===== src/rtl/onewire_master.sv =====
// onewire_master: 1-Wire bus master for bus reset/presence and byte write/read slots, timed by a 1 us tick.
// Define ONEWIRE_CRC_EN to add the Dallas/Maxim CRC-8 output crc accumulated over read bits.
module onewire_master #(
   parameter int CLK_MHZ = 50
) (
   input  logic       clk,
   input  logic       rst,
   input  logic       cmd_valid,
   output logic       cmd_ready,
   input  logic [1:0] cmd,
   input  logic [7:0] wr_data,
   output logic       rsp_valid,
   output logic [7:0] rsp_data,
   output logic       presence,
   output logic       busy,
`ifdef ONEWIRE_CRC_EN
   output logic [7:0] crc,
`endif
   output logic       dq_oe,
   input  logic       dq_in
);
   typedef enum logic [2:0] {IDLE, RST_LOW, RST_WAIT, SLOT_LOW, SLOT_REL, DONE} state_t;
   localparam int CW = $clog2(CLK_MHZ);
   localparam logic [CW-1:0] CNT_MAX = CW'(CLK_MHZ - 1);
   state_t state_q, state_d;
   logic [CW-1:0] cnt_q, cnt_d;
   logic tick_q, tick_d, dq_oe_q, dq_oe_d, rsp_valid_q, presence_q, presence_d;
   logic [8:0] us_q, us_d, low_end;
   logic [2:0] bit_q, bit_d;
   logic [7:0] sh_q, sh_d, rsp_data_q, rsp_data_d;
   logic [1:0] op_q, op_d, sync_q;
   logic accept, dq_s, rd_smp, slot_end;
   assign cmd_ready = state_q == IDLE && !rsp_valid_q;
   assign busy = !cmd_ready;
   assign rsp_valid = rsp_valid_q;
   assign rsp_data = rsp_data_q;
   assign presence = presence_q;
   assign dq_oe = dq_oe_q;
   // us_q counts whole microseconds across a slot's low and release phases
   always_comb begin
      accept = cmd_valid && cmd_ready;
      dq_s = sync_q[1];
      low_end = (op_q == 2'd1 && !sh_q[0]) ? 9'd59 : 9'd5;
      rd_smp = state_q == SLOT_REL && tick_q && us_q == 9'd14 && op_q == 2'd2;
      slot_end = state_q == SLOT_REL && tick_q && us_q == 9'd69;
      cnt_d = (accept || cnt_q == CNT_MAX) ? '0 : cnt_q + 1'b1;
      tick_d = !accept && cnt_q == CNT_MAX;
      us_d = tick_q ? us_q + 1'b1 : us_q;
      state_d = state_q;
      bit_d = bit_q;
      op_d = op_q;
      sh_d = rd_smp ? {dq_s, sh_q[7:1]} : sh_q;
      case (state_q)
         IDLE: if (accept) begin
            state_d = cmd == 2'd0 ? RST_LOW : cmd == 2'd3 ? DONE : SLOT_LOW;
            op_d = cmd;
            sh_d = wr_data;
            us_d = '0;
            bit_d = '0;
         end
         RST_LOW: if (tick_q && us_q == 9'd479) begin
            state_d = RST_WAIT;
            us_d = '0;
         end
         RST_WAIT: begin
            if (tick_q && us_q == 9'd69) sh_d[0] = dq_s;
            if (tick_q && us_q == 9'd479) state_d = DONE;
         end
         SLOT_LOW: if (tick_q && us_q == low_end) state_d = SLOT_REL;
         SLOT_REL: if (slot_end) begin
            state_d = bit_q == 3'd7 ? DONE : SLOT_LOW;
            us_d = '0;
            bit_d = bit_q + 1'b1;
            sh_d = op_q == 2'd1 ? {1'b0, sh_q[7:1]} : sh_q;
         end
         default: state_d = IDLE;
      endcase
      // driving from the next state keeps dq_oe edges on the tick edges, one cycle after accept
      dq_oe_d = state_q != IDLE && (state_d == RST_LOW || state_d == SLOT_LOW);
      rsp_data_d = (state_q == DONE && op_q == 2'd2) ? sh_q : rsp_data_q;
      presence_d = (state_q == DONE && op_q == 2'd0) ? !sh_q[0] : presence_q;
   end
   always_ff @(posedge clk) begin
      if (rst) begin
         state_q <= IDLE;
         cnt_q <= '0;
         tick_q <= 1'b0;
         us_q <= '0;
         bit_q <= '0;
         sh_q <= '0;
         op_q <= '0;
         sync_q <= 2'b11;
         dq_oe_q <= 1'b0;
         rsp_valid_q <= 1'b0;
         rsp_data_q <= '0;
         presence_q <= 1'b0;
      end else begin
         state_q <= state_d;
         cnt_q <= cnt_d;
         tick_q <= tick_d;
         us_q <= us_d;
         bit_q <= bit_d;
         sh_q <= sh_d;
         op_q <= op_d;
         sync_q <= {sync_q[0], dq_in};
         dq_oe_q <= dq_oe_d;
         rsp_valid_q <= state_q == DONE;
         rsp_data_q <= rsp_data_d;
         presence_q <= presence_d;
      end
   end
`ifdef ONEWIRE_CRC_EN
   logic [7:0] crc_q;
   always_ff @(posedge clk) begin
      if (rst || (accept && cmd == 2'd0)) crc_q <= '0;
      else if (rd_smp) crc_q <= {1'b0, crc_q[7:1]} ^ ((crc_q[0] ^ dq_s) ? 8'h8C : 8'h00);
   end
   assign crc = crc_q;
`endif
endmodule


===== config.mk =====
export PLATFORM = sky130hd
export DESIGN_NAME = onewire_master
export DESIGN_NICKNAME = d
export VERILOG_FILES = /design/src/rtl/onewire_master.sv
export SDC_FILE = /design/constraint.sdc
export NUM_CORES = 1
export LEC_CHECK = 0
export CAP_MARGIN = 20
export CORE_MARGIN = 4
export CORE_UTILIZATION = 53
export CTS_BUF_LIST = sky130_fd_sc_hd__clkbuf_4 sky130_fd_sc_hd__clkbuf_8 sky130_fd_sc_hd__clkbuf_16
export CTS_CLUSTER_SIZE = 25
export DETAILED_ROUTE_END_ITERATION = 8
export PLACE_DENSITY = 0.76
export SLEW_MARGIN = 15
export SYNTH_ARGS = -nofsm -noshare
export SYNTH_HDL_FRONTEND = slang
export SYNTH_SLANG_ARGS = --single-unit
export TNS_END_PERCENT = 30

===== constraint.sdc =====
create_clock -name clk -period 2.8 [get_ports clk]
set_clock_uncertainty 0.2 [all_clocks]
set_input_delay 0.56 -clock clk [delete_from_list [all_inputs] [get_ports clk]]
set_output_delay 0.56 -clock clk [all_outputs]
set_load 0.1 [all_outputs]

==> Yosys cells after proc, flatten, opt, wreduce, memory -nomap -nowiden <==
Cells that the tools add are included.
{ "totals": {"ram_bits": 0, "latchBits": 0, "memories": 0, "register_bits": 45, "out_inout_bits": 13, "inputBits": 14, "elab_cells": 87, "mem_bits_ro": 0} }
{ "op_classes": {"n_addsub": 3, "n_div": 0, "muxes": 25, "multipliers": 0, "eq_ne": 19, "shift": 0, "n_lt_le_gt_ge": 0, "reduce_logical": 28, "n_bitwise": 0} }
{ "ops": {"columns": ["cell", "count"], "rows": [
  ["$mux 9", 4],
  ["$mux 8", 4],
  ["$mux 3", 10],
  ["$pmux 9 s3", 1],
  ["$pmux 3 s5", 1],
  ["$logic_and 1x1->1", 14],
  ["$pmux 7 s2", 1],
  ["$add 9x1->9 const B", 1],
  ["$eq 3x2->1 const B", 3],
  ["$eq 3x3->1 const B", 3],
  ["$eq 9x4->1 const B", 1],
  ["$eq 9x6->1", 1],
  ["$eq 9x7->1 const B", 1],
  ["$eq 9x9->1 const B", 1],
  ["$add 6x1->6 const B", 1],
  ["$eq 3x1->1 const B", 2],
  ["$eq 6x6->1 const B", 1],
  ["$mux 6", 1],
  ["$pmux 3 s2", 1],
  ["$eq 2x2->1 const B", 2],
  ["$logic_not 1->1", 4],
  ["$logic_not 2->1", 2],
  ["$ne 2x2->1 const B", 2],
  ["$add 3x1->3 const B", 1],
  ["11 further kinds", 12]
]} }

==> Logic depth before layout (Yosys ltp) <==
Gate-level depths: netlist (run 1).
{ "logic_depth": {"ltp_word": 10, "depth_mapped": 8, "ltp_nobuf": 7} }

==> Worst setup path before layout (run 1) <==
OpenSTA, ideal clock, no wires.
{ "synth_timing": {"path_type": "register to output", "startpoint": "register rsp_valid_q (netlist: rsp_valid)", "endpoint": "output cmd_ready", "setup_slack_ps": -498, "t_arrival_ps": 2538, "required_ps": 2040, "stages_incl_launch_ff": 3, "path_buffers": 0, "cell_sequence": "dfxtp_1 nand2b_1 inv_1"} }
{ "synth_between": {"elab_chain_cells": 2} }
{ "synth_lines": {"columns": ["element", "line", "text"], "rows": [
  ["start: declaration", "27", "logic tick_q, tick_d, dq_oe_q, dq_oe_d, rsp_valid_q, presence_q, presence_d;"],
  ["start signal: assignment", "94", "rsp_valid_q <= 1'b0;"],
  ["start signal: assignment", "107", "rsp_valid_q <= state_q == DONE;"],
  ["$logic_not 1->1", "33", "assign cmd_ready = state_q == IDLE && !rsp_valid_q;"],
  ["$logic_and 1x1->1", "33", null],
  ["end: declaration", "9", "output logic cmd_ready,"]
]} }
Every way passes these cells.

==> Worst setup path after layout (run 1) <==
{ "layout_timing": {"startpoint": "register us_q[1]", "endpoint": "register us_q[1]"} }
{ "layout_between": {"elab_chain_cells": 4, "elab_cells_between_ends": 10, "cone_classes": "1 x add/sub; 2 x eq/ne; 5 x mux; 2 x reduce/logical"} }
{ "layout_lines": {"columns": ["element", "line", "text"], "rows": [
  ["start: declaration", "28", "logic [8:0] us_q, us_d, low_end;"],
  ["start signal: assignment", "101", "us_q <= us_d;"],
  ["$add 9x1->9, or another cell as far along", "48", "us_d = tick_q ? us_q + 1'b1 : us_q;"],
  ["$mux 9, or another cell as far along", "48", null],
  ["$mux 9 (on tied branches)", "70, 54, 61", null],
  ["$pmux 9 s3 *", "53", "case (state_q)"]
]} }
Every way passes the cells marked *; elsewhere a longest branch is shown, timed or not.
A chain may end at the register's enable or synchronous reset.

==> results of run 1 <==
## stage by stage
step,setup WS (ns),area (µm²)
2_1_floorplan,0.1710,2350
4_1_cts,0.4254,2709
6_report,0.4176,2709
3_3_place_gp,0.3080,2589
3_5_place_dp,0.2043,2589
5_1_grt,0.2724,2709
## cell families (layout without fill, tap and decap cells)
family	count (synthesis)	after routing	share of synthesized area [%]
simple gates	125	125	29.23
compound gates	49	49	13.60
flops	45	45	38.40
buf+inv	21	48	5.920
xor+xnor	13	13	4.853
fa+ha+maj	8	8	4.267
mux	8	8	3.733
## per-layer routing
metal | vias to the layer above | routed length (µm) | GRT usage (%)
li1 | 1006 | - | -
met1 | 947 | 2359 | 26.69
met2 | 70 | 2301 | 29.95
met3 | 13 | 288 | 3.919
met4 | 0 | 109 | 7.312
met5 | - | 0 | 0
## registers in the layout, summed over array words and instances (netlist names), 2 cells and up
signal	cells
cnt_q	6
sh_q	8
us_q	9
op_q	2
bit_q	3
sync_q	2
rsp_data	8
state_q	3
## placed cells by master, fill, tap and decap left out, types with 7 or more instances in the layout
master	instances
buf_4	18
nor2_1	31
dfxtp_1	44
xnor2_1	7
nand3_1	18
a21oi_1	18
o21ai_0	10
nand2_1	33
inv_1	8
ha_1	8
clkdlybuf4s50_1	13
a311oi_1	7
## final cells by class
| cell class | count | share of cell area [%] |
|---|---|---|
| Multi-Input combinational cell | 203 | 48.31 |
| Sequential cell | 45 | 33.30 |
| Timing Repair Buffer | 32 | 10.53 |
| Clock buffer | 7 | 3.326 |
| Tap cell | 50 | 2.309 |
| Clock inverter | 1 | 1.109 |
| Inverter | 8 | 1.109 |
## power groups by stage
stage	clock, mW	sequential, mW	combinational, mW
2_1_floorplan	0	0.730	0.238
3_5_place_dp	0	0.728	0.334
3_3_place_gp	0	0.727	0.330
5_1_grt	0.561	0.720	0.361
4_1_cts	0.533	0.713	0.337
6_report	0.519	0.713	0.337
## worst max path at each step
stage	depth (start not counted)	slack (ns)	startpoint	to
finish	7	0.42	us_q[1]$_SDFF_PP0_	us_q[1]$_SDFF_PP0_
global route	7	0.27	us_q[1]$_SDFF_PP0_	us_q[1]$_SDFF_PP0_
CTS	7	0.43	us_q[1]$_SDFF_PP0_	us_q[1]$_SDFF_PP0_
detailed placement	6	0.20	cmd_valid	us_q[1]$_SDFF_PP0_
global placement	6	0.31	cmd_valid	us_q[1]$_SDFF_PP0_
floorplan	4	0.17	state_q[1]$_SDFF_PP0_	cmd_ready
==> flow_metrics.tcl, run 1 <==
set metrics [dict create \
    postSynthCellCount 269 \
    drv_slew 0 \
    cts.sinks 45 \
    multi_input_comb_area_um2 1309 \
    drt_iter0_drc 254 \
    area_growth_pct 15.47 \
    crit_path_end_kind "flip-flop" \
    holdWs_ns 0.2203 \
    std_cell_rows 23 \
    holdPathEnd "sync_q[1]$_SDFF_PP1_" \
    dieHeight_um 74.53 \
    synth_area_um2 2346 \
    fillers 358 \
    synth-edff-count 0 \
    gp_congestion 0.8063 \
    root_buffer "clkbuf_8" \
    slowest_stage "dfxtp_1" \
    reg2reg_slack_ns 0.42 \
    clk_pin_slew_ns 0.09 \
    hp-start "sync_q[0]$_SDFF_PP1_" \
    worst-slew-pin-transition_ns 0.4835 \
    critical-path-top-delay-family "simple AND/OR/NAND/NOR gates" \
    hold_viol 0 \
    grt_util_all_layers_pct 19.39 \
    initial_core_util_pct 56.61 \
    async_flop_share_pct 0 \
    cp_max_fo 9 \
    critPathLaunchType "flip-flop" \
    p_per_area_nw_per_um2 579.3 \
    total_power_mw 1.569 \
    seq_power_share_pct 45.5 \
    outcome "finished, final reports clean" \
    drc 0 \
    r2r_end "us_q[1]$_SDFF_PP0_" \
    synth_top_area_cell "dfxtp_1" \
    synthTopCellsByCount "dfxtp_1, nand2_1, nor2_1, a21oi_1, nand3_1" \
    ant_nets 0 \
    reg2regPathDepth 7 \
    maxSlewHeadroom_pct 67.63 \
    synth_seq_cells 45 \
    grt_pass1_vias 1851 \
    totalWireLength_um 5059 \
    yosysMostFrequentCell "dfxtp_1" \
    synthTopCellsByArea "dfxtp_1, nand2_1, nor2_1" \
    io_buffers 26 \
    post_cts_resized 0 \
    firstDrtPassIters 4 \
    synth_top_area_share_pct 38.40 \
    ys_seq_area_share_pct 38.40 \
    worstPathArrival_ns 2.40 \
    max_stage_delay_ns 0.45 \
    cts.path.max_buffers 2 \
    fin_setup_tns_ns 0 \
    grt_overflow 0 \
    fin_nets 317 \
    grt_pass1_wl_um 8397 \
    drive_gt1_share_pct 16.89 \
    cts_hold_buf 0 \
    syn_area_per_cell_um2 8.721 \
    dp.cells 338 \
    critPathKind "flip-flop to flip-flop" \
    stdcell_count 346 \
    rsz0062_at_grt "no" \
    setup_violations 0 \
    max_freq_mhz 419.7 \
    core_um2 4144 \
    p_sw_share_pct 30.41 \
    grt_max_degree 27 \
    die_w_um 74.53 \
    p_int_mw 1.092 \
    cts_tree "built" \
    final.period_utilization_pct 85.09 \
    max-cap-violations 0 \
    cp_data_required_time_ns 2.81 \
    post_cts.repair.setup_buffers 0 \
    synthFlopType "dfxtp_1" \
    syn-num-nets 291 \
    via_per_inst 5.884 \
    worst_r2r_startpoint "us_q[1]$_SDFF_PP0_" \
    die_area_um2 5555 \
    clock_power_share_pct 33.1 \
    dpl.hpwl_um 3631 \
    regArea_um2 902.1 \
    synth_cell_types 53 \
    antenna_found_initial 0 \
    min_delay_path_depth 1 \
    ioPinCount 27 \
    ir_drop_mv 0.3744 \
    clock_latency_ns 0.30 \
    leakagePower_nw 1.019 \
    final_util_pct 65.37 \
    via_count 2036 \
    path_buf_inv 1 \
    diodes 0 \
    synth-warning-count 0 \
    numCtsBuffers 5 \
    switching_power_mw 0.4772 \
    post_drt_wl_per_cell_um 14.62 \
    h-tree-depth 2 \
    hp-class "flip-flop to flip-flop" \
    combPwrFrac_pct 21.5 \
    post-route-min-period_ns 2.382 \
    crit_chain "inv_1, ha_1, and2_1, and4_1, nor2_4, nand3_1, a211oi_1" \
]
No activity file was read; power rests on OpenSTA's default activity.
==> run 2, diff against run 1 <==
--- a/config.mk
+++ b/config.mk
@@ -11,6 +11,7 @@
 export CTS_BUF_LIST = sky130_fd_sc_hd__clkbuf_4 sky130_fd_sc_hd__clkbuf_8 sky130_fd_sc_hd__clkbuf_16
 export CTS_CLUSTER_SIZE = 25
 export DETAILED_ROUTE_END_ITERATION = 8
+export GPL_TIMING_DRIVEN = 0
 export PLACE_DENSITY = 0.76
 export SLEW_MARGIN = 15
 export SYNTH_ARGS = -nofsm -noshare
==> run 2 against run 1 <==
Via count down 1.0%; routed wire length is 1.2% lower; sequential power shrank 2%; fmax is 8.0% lower; flip-flop and latch count unchanged; worst setup slack worse by 0.21 ns; total power down 7.3%; cell area is 1.7% higher; combinational power is 1% higher; count of clock-buffer cells in the layout stayed put; register-to-register slack worse by 0.03 ns; critical endpoint is now busy; largest power group unchanged; highest routed layer unchanged.
==> flow_metrics.tcl, run 2 (synthesis results as in run 1) <==
set metrics [dict create \
    outcome "finished, final reports clean" \
    drt_iter0_drc 113 \
    ir_drop_mv 0.2741 \
    root_buffer "clkbuf_8" \
    antenna_found_initial 0 \
    layout_common_cells "dfxtp_1, nand2_1, nor2_1, clkdlybuf4s50_1" \
    firstDrtPassIters 4 \
    crit_chain "clkbuf_8, nor3_2, nand2b_2, dlygate4sd2_1" \
    place_ws_ns -0.03018 \
    max-cap-violations 0 \
    maxSlewHeadroom_pct 35.13 \
    design_area_um2 2754 \
    fin_setup_tns_ns 0 \
    grt_overflow 0 \
    cp_data_required_time_ns 2.04 \
    drc 0 \
    via_count 2015 \
    total_power_mw 1.454 \
    setup_violations 0 \
    clk_pin_slew_ns 0.08 \
    multi_input_comb_area_um2 1309 \
    cts.path.max_buffers 2 \
    area_growth_pct 17.39 \
    drive_gt1_share_pct 13.91 \
    hp-class "flip-flop to flip-flop" \
    layout_commonest_cell "dfxtp_1" \
    numCtsBuffers 5 \
    grt_pass1_vias 1791 \
    critical-path-top-delay-family "buffers and inverters" \
    die_area_um2 5555 \
    post_drt_wl_per_cell_um 14.19 \
    gp_congestion 0.9116 \
    cp_max_fo 10 \
    max_freq_mhz 386.1 \
    hold_viol 0 \
    largest_reg_flops 9 \
    core_um2 4144 \
    h-tree-depth 2 \
    rsz0062_at_grt "no" \
    grt_pass1_wl_um 8266 \
    diodes 0 \
    io_buffers 25 \
    die_w_um 74.53 \
    post-route-min-period_ns 2.590 \
    holdWs_ns 0.2143 \
    ioPinCount 27 \
    crit_path_end_kind "output pin" \
    fin_nets 323 \
    grt_max_degree 14 \
    final.period_utilization_pct 92.49 \
    path_buf_inv 2 \
    leakagePower_nw 1.006 \
    std_cell_rows 23 \
    worst-slew-pin-transition_ns 0.9701 \
    dpl.hpwl_um 3661 \
    regArea_um2 902.1 \
    critPathLaunchType "flip-flop" \
    clock_latency_ns 0.29 \
    cts_tree "built" \
    dpl_cell_area_um2 2663 \
    initial_core_util_pct 56.61 \
    totalWireLength_um 4996 \
    finalWorstSetupSlack_ns 0.2103 \
    max_stage_delay_ns 0.85 \
    worstPathArrival_ns 1.83 \
    via_per_inst 5.724 \
    grt_util_all_layers_pct 19.05 \
    dieHeight_um 74.53 \
    p_per_area_nw_per_um2 528.1 \
    critPathKind "flip-flop to output pin" \
    cts.sinks 45 \
    slowest_stage "dlygate4sd2_1" \
    drv_slew 0 \
    regMostFlops "us_q" \
    ant_nets 0 \
    fillers 365 \
]
==> run 2: routing by layer <==
metal | vias to the layer above | routed length [µm] | track usage (%)
met1 | 949 | 2430 | 25.50
met5 | - | 0 | 0
met3 | 5 | 200 | 3.784
met2 | 41 | 2310 | 31.22
li1 | 1020 | - | -
met4 | 0 | 53 | 5.336
==> run 2: final cells by class <==
class / count / share of cell area, %
flip-flops and latches: 45 / 32.76
inverters: 8 / 1.090
well taps: 50 / 2.272
clock inverters: 1 / 0.2726
plain buffers: 13 / 3.953
clock buffers: 7 / 3.044
repair buffers: 25 / 9.087
multi-input cells: 203 / 47.52
==> run 2: timing repair <==
item                       in CTS  in global routing
hold endpoints to repair        0                  0
hold buffers                    0                  0
setup endpoints to repair       2                  0
buffers inserted                0                  0
resized for setup               4                  0
==> run 2: power by group <==
group / internal (mW) / total, mW / leakage [nW] / switching (mW)
logic: 0.115 / 0.341 / 0.595 / 0.226
clock network: 0.196 / 0.412 / 0.0453 / 0.216
registers: 0.671 / 0.702 / 0.366 / 0.0307
total: 0.982 / 1.45 / 1.01 / 0.472
==> run 2: path summary, 6_finish.rpt <==
check	from	to	slack [ns]	depth (start not counted)
max	state_q[0]$_SDFF_PP0_	busy	0.21	4
max reg2reg	us_q[1]$_SDFF_PP0_	us_q[1]$_SDFF_PP0_	0.39	8
min	sync_q[0]$_SDFF_PP1_	sync_q[1]$_SDFF_PP1_	0.21	1
min reg2reg	sync_q[0]$_SDFF_PP1_	sync_q[1]$_SDFF_PP1_	0.21	1
==> run 2: stage by stage <==
stage	util, %	std cells
after global routing	66.46	352
after detailed placement	64.25	344
after floorplan	-	269
after global placement	64.25	344
after CTS	66.46	352
final	66.46	352
==> run 3, diff against run 2 <==
--- a/config.mk
+++ b/config.mk
@@ -5,7 +5,7 @@
 export SDC_FILE = /design/constraint.sdc
 export NUM_CORES = 1
 export LEC_CHECK = 0
-export CAP_MARGIN = 20
+export CAP_MARGIN = 0
 export CORE_MARGIN = 4
 export CORE_UTILIZATION = 53
 export CTS_BUF_LIST = sky130_fd_sc_hd__clkbuf_4 sky130_fd_sc_hd__clkbuf_8 sky130_fd_sc_hd__clkbuf_16
==> constraint.sdc (replaced) <==
create_clock -name clk -period 3.23 [get_ports clk]
set_clock_uncertainty 0.2 [all_clocks]
set_input_delay 0.646 -clock clk [delete_from_list [all_inputs] [get_ports clk]]
set_output_delay 0.646 -clock clk [all_outputs]
set_load 0.1 [all_outputs]
==> run 3 against run 2 <==
First-iteration DRC count grew 43%; final cell count shrank 0.28%; clock power down 14%; die area stayed put; worst hold slack better by 0.016 ns; sequential share of layout area about the same; critical path depth is the same; sequential power shrank 13%; global-route usage grew 0.77 points; total power fell by 13%; utilization decreased by 0.091 points; flip-flop and latch count stayed put.
==> flow_metrics.tcl, run 3 (synthesis results as in run 1) <==
set metrics [dict create \
    post_cts.repair.setup_buffers 0 \
    std_cell_rows 23 \
    grt_max_degree 13 \
    hold_viol 0 \
    drive_gt1_share_pct 12.96 \
    rsz0062_at_grt "no" \
    min_delay_path_depth 1 \
    regArea_um2 900.9 \
    via_count 2018 \
    firstDrtPassIters 4 \
    critPathLaunchType "flip-flop" \
    initial_core_util_pct 56.61 \
    fin_nets 323 \
    leakagePower_nw 1.005 \
    multi_input_comb_area_um2 1309 \
    drc 0 \
    finalWorstSetupSlack_ns 0.2081 \
    antenna_found_initial 0 \
    ant_nets 0 \
    worst-slew-pin-transition_ns 0.9678 \
    cts_tree "built" \
    ir_drop_mv 0.3070 \
    drt_iter0_drc 162 \
    h-tree-depth 2 \
    fin_setup_tns_ns 0 \
    max_freq_mhz 330.9 \
    switching_power_mw 0.4011 \
    gp_congestion 0.8875 \
    fillers 371 \
    design_area_um2 2750 \
    root_buffer "clkbuf_8" \
    dpl_cell_area_um2 2661 \
    die_area_um2 5555 \
    diodes 0 \
    cts.sinks 45 \
    slowest_stage "clkdlybuf4s50_1" \
    core_um2 4144 \
    die_w_um 74.53 \
    worstPathArrival_ns 2.18 \
    via_per_inst 5.749 \
    io_buffers 25 \
    ioPinCount 27 \
    cts_hold_buf 0 \
    combPwrFrac_pct 23.7 \
    totalWireLength_um 5167 \
    crit_chain "clkbuf_8, nor3_2, nand2b_2, clkdlybuf4s50_1" \
    seq_power_share_pct 48.2 \
    final.period_utilization_pct 93.56 \
    grt_util_all_layers_pct 19.82 \
    clock_power_share_pct 28.2 \
    outcome "finished, final reports clean" \
    grt_overflow 0 \
    area_growth_pct 17.23 \
    clk_pin_slew_ns 0.08 \
    p_per_area_nw_per_um2 459.0 \
    post_cts_resized 1 \
    drv_slew 0 \
    critPathKind "flip-flop to output pin" \
    cts.path.max_buffers 2 \
    reg2regPathDepth 8 \
    maxSlewHeadroom_pct 35.28 \
    dpl.hpwl_um 3805 \
    post-route-min-period_ns 3.022 \
    numCtsBuffers 5 \
    grt_pass1_wl_um 8514 \
    clock_latency_ns 0.29 \
    p_sw_share_pct 31.77 \
    hp-class "flip-flop to flip-flop" \
    reg2reg_slack_ns 0.83 \
    grt_pass1_vias 1850 \
    max_stage_delay_ns 0.97 \
    p_int_mw 0.8613 \
    layout_commonest_cell "dfxtp_1" \
    post_drt_wl_per_cell_um 14.72 \
    cp_data_required_time_ns 2.38 \
    total_power_mw 1.262 \
    place_ws_ns 0.3093 \
    dieHeight_um 74.53 \
    largest_reg_flops 9 \
    max-cap-violations 0 \
    regMostFlops "us_q" \
    final_util_pct 66.36 \
    cp_max_fo 10 \
    layout_common_cells "dfxtp_1, nand2_1, nor2_1, clkdlybuf4s50_1" \
    setup_violations 0 \
    crit_path_end_kind "output pin" \
]
run 3: layout make-up:
class	count	share of cell area, %
repair buffers	25	9.054
well taps	50	2.275
flip-flops and latches	45	32.76
multi-input cells	203	47.59
clock buffers	7	3.276
plain buffers	13	3.958
inverters	8	1.092
run 3: worst max-delay path, delay by kind of cell (launching register included):
family | cells | cell delay, ns
buf+inv | 2 | 1.13
simple gates | 2 | 0.42
flops | 1 | 0.33
run 3: power groups by stage:
| stage | clock network [mW] | registers, mW | logic, mW |
|---|---|---|---|
| final | 0.355 | 0.608 | 0.299 |
| after global routing | 0.388 | 0.613 | 0.322 |
| after CTS | 0.366 | 0.608 | 0.298 |
| after detailed placement | 0 | 0.621 | 0.299 |
| after global placement | 0 | 0.619 | 0.295 |
| after floorplan | 0 | 0.633 | 0.206 |
run 3: metrics by stage:
stage          cells  hold WS [ns]
2_1_floorplan    269        0.1895
3_3_place_gp     344        0.1916
3_5_place_dp     344        0.1966
4_1_cts          351        0.2322
5_1_grt          351        0.2462
6_report         351        0.2299
run 3: final timing paths:
path                     endpoint             startpoint
max                          busy  state_q[1]$_SDFF_PP0_
max reg2reg    us_q[1]$_SDFF_PP0_     us_q[1]$_SDFF_PP0_
min          sync_q[1]$_SDFF_PP1_   sync_q[0]$_SDFF_PP1_
min reg2reg  sync_q[1]$_SDFF_PP1_   sync_q[0]$_SDFF_PP1_
run 3: per-layer routing:
layer,up-vias,share of wire (%),GRT usage (%)
met2,42,49,33.56
met4,0,0.70,5.534
met5,-,0,0
li1,1014,-,-
met1,958,46,25.33
met3,4,4.7,4.459
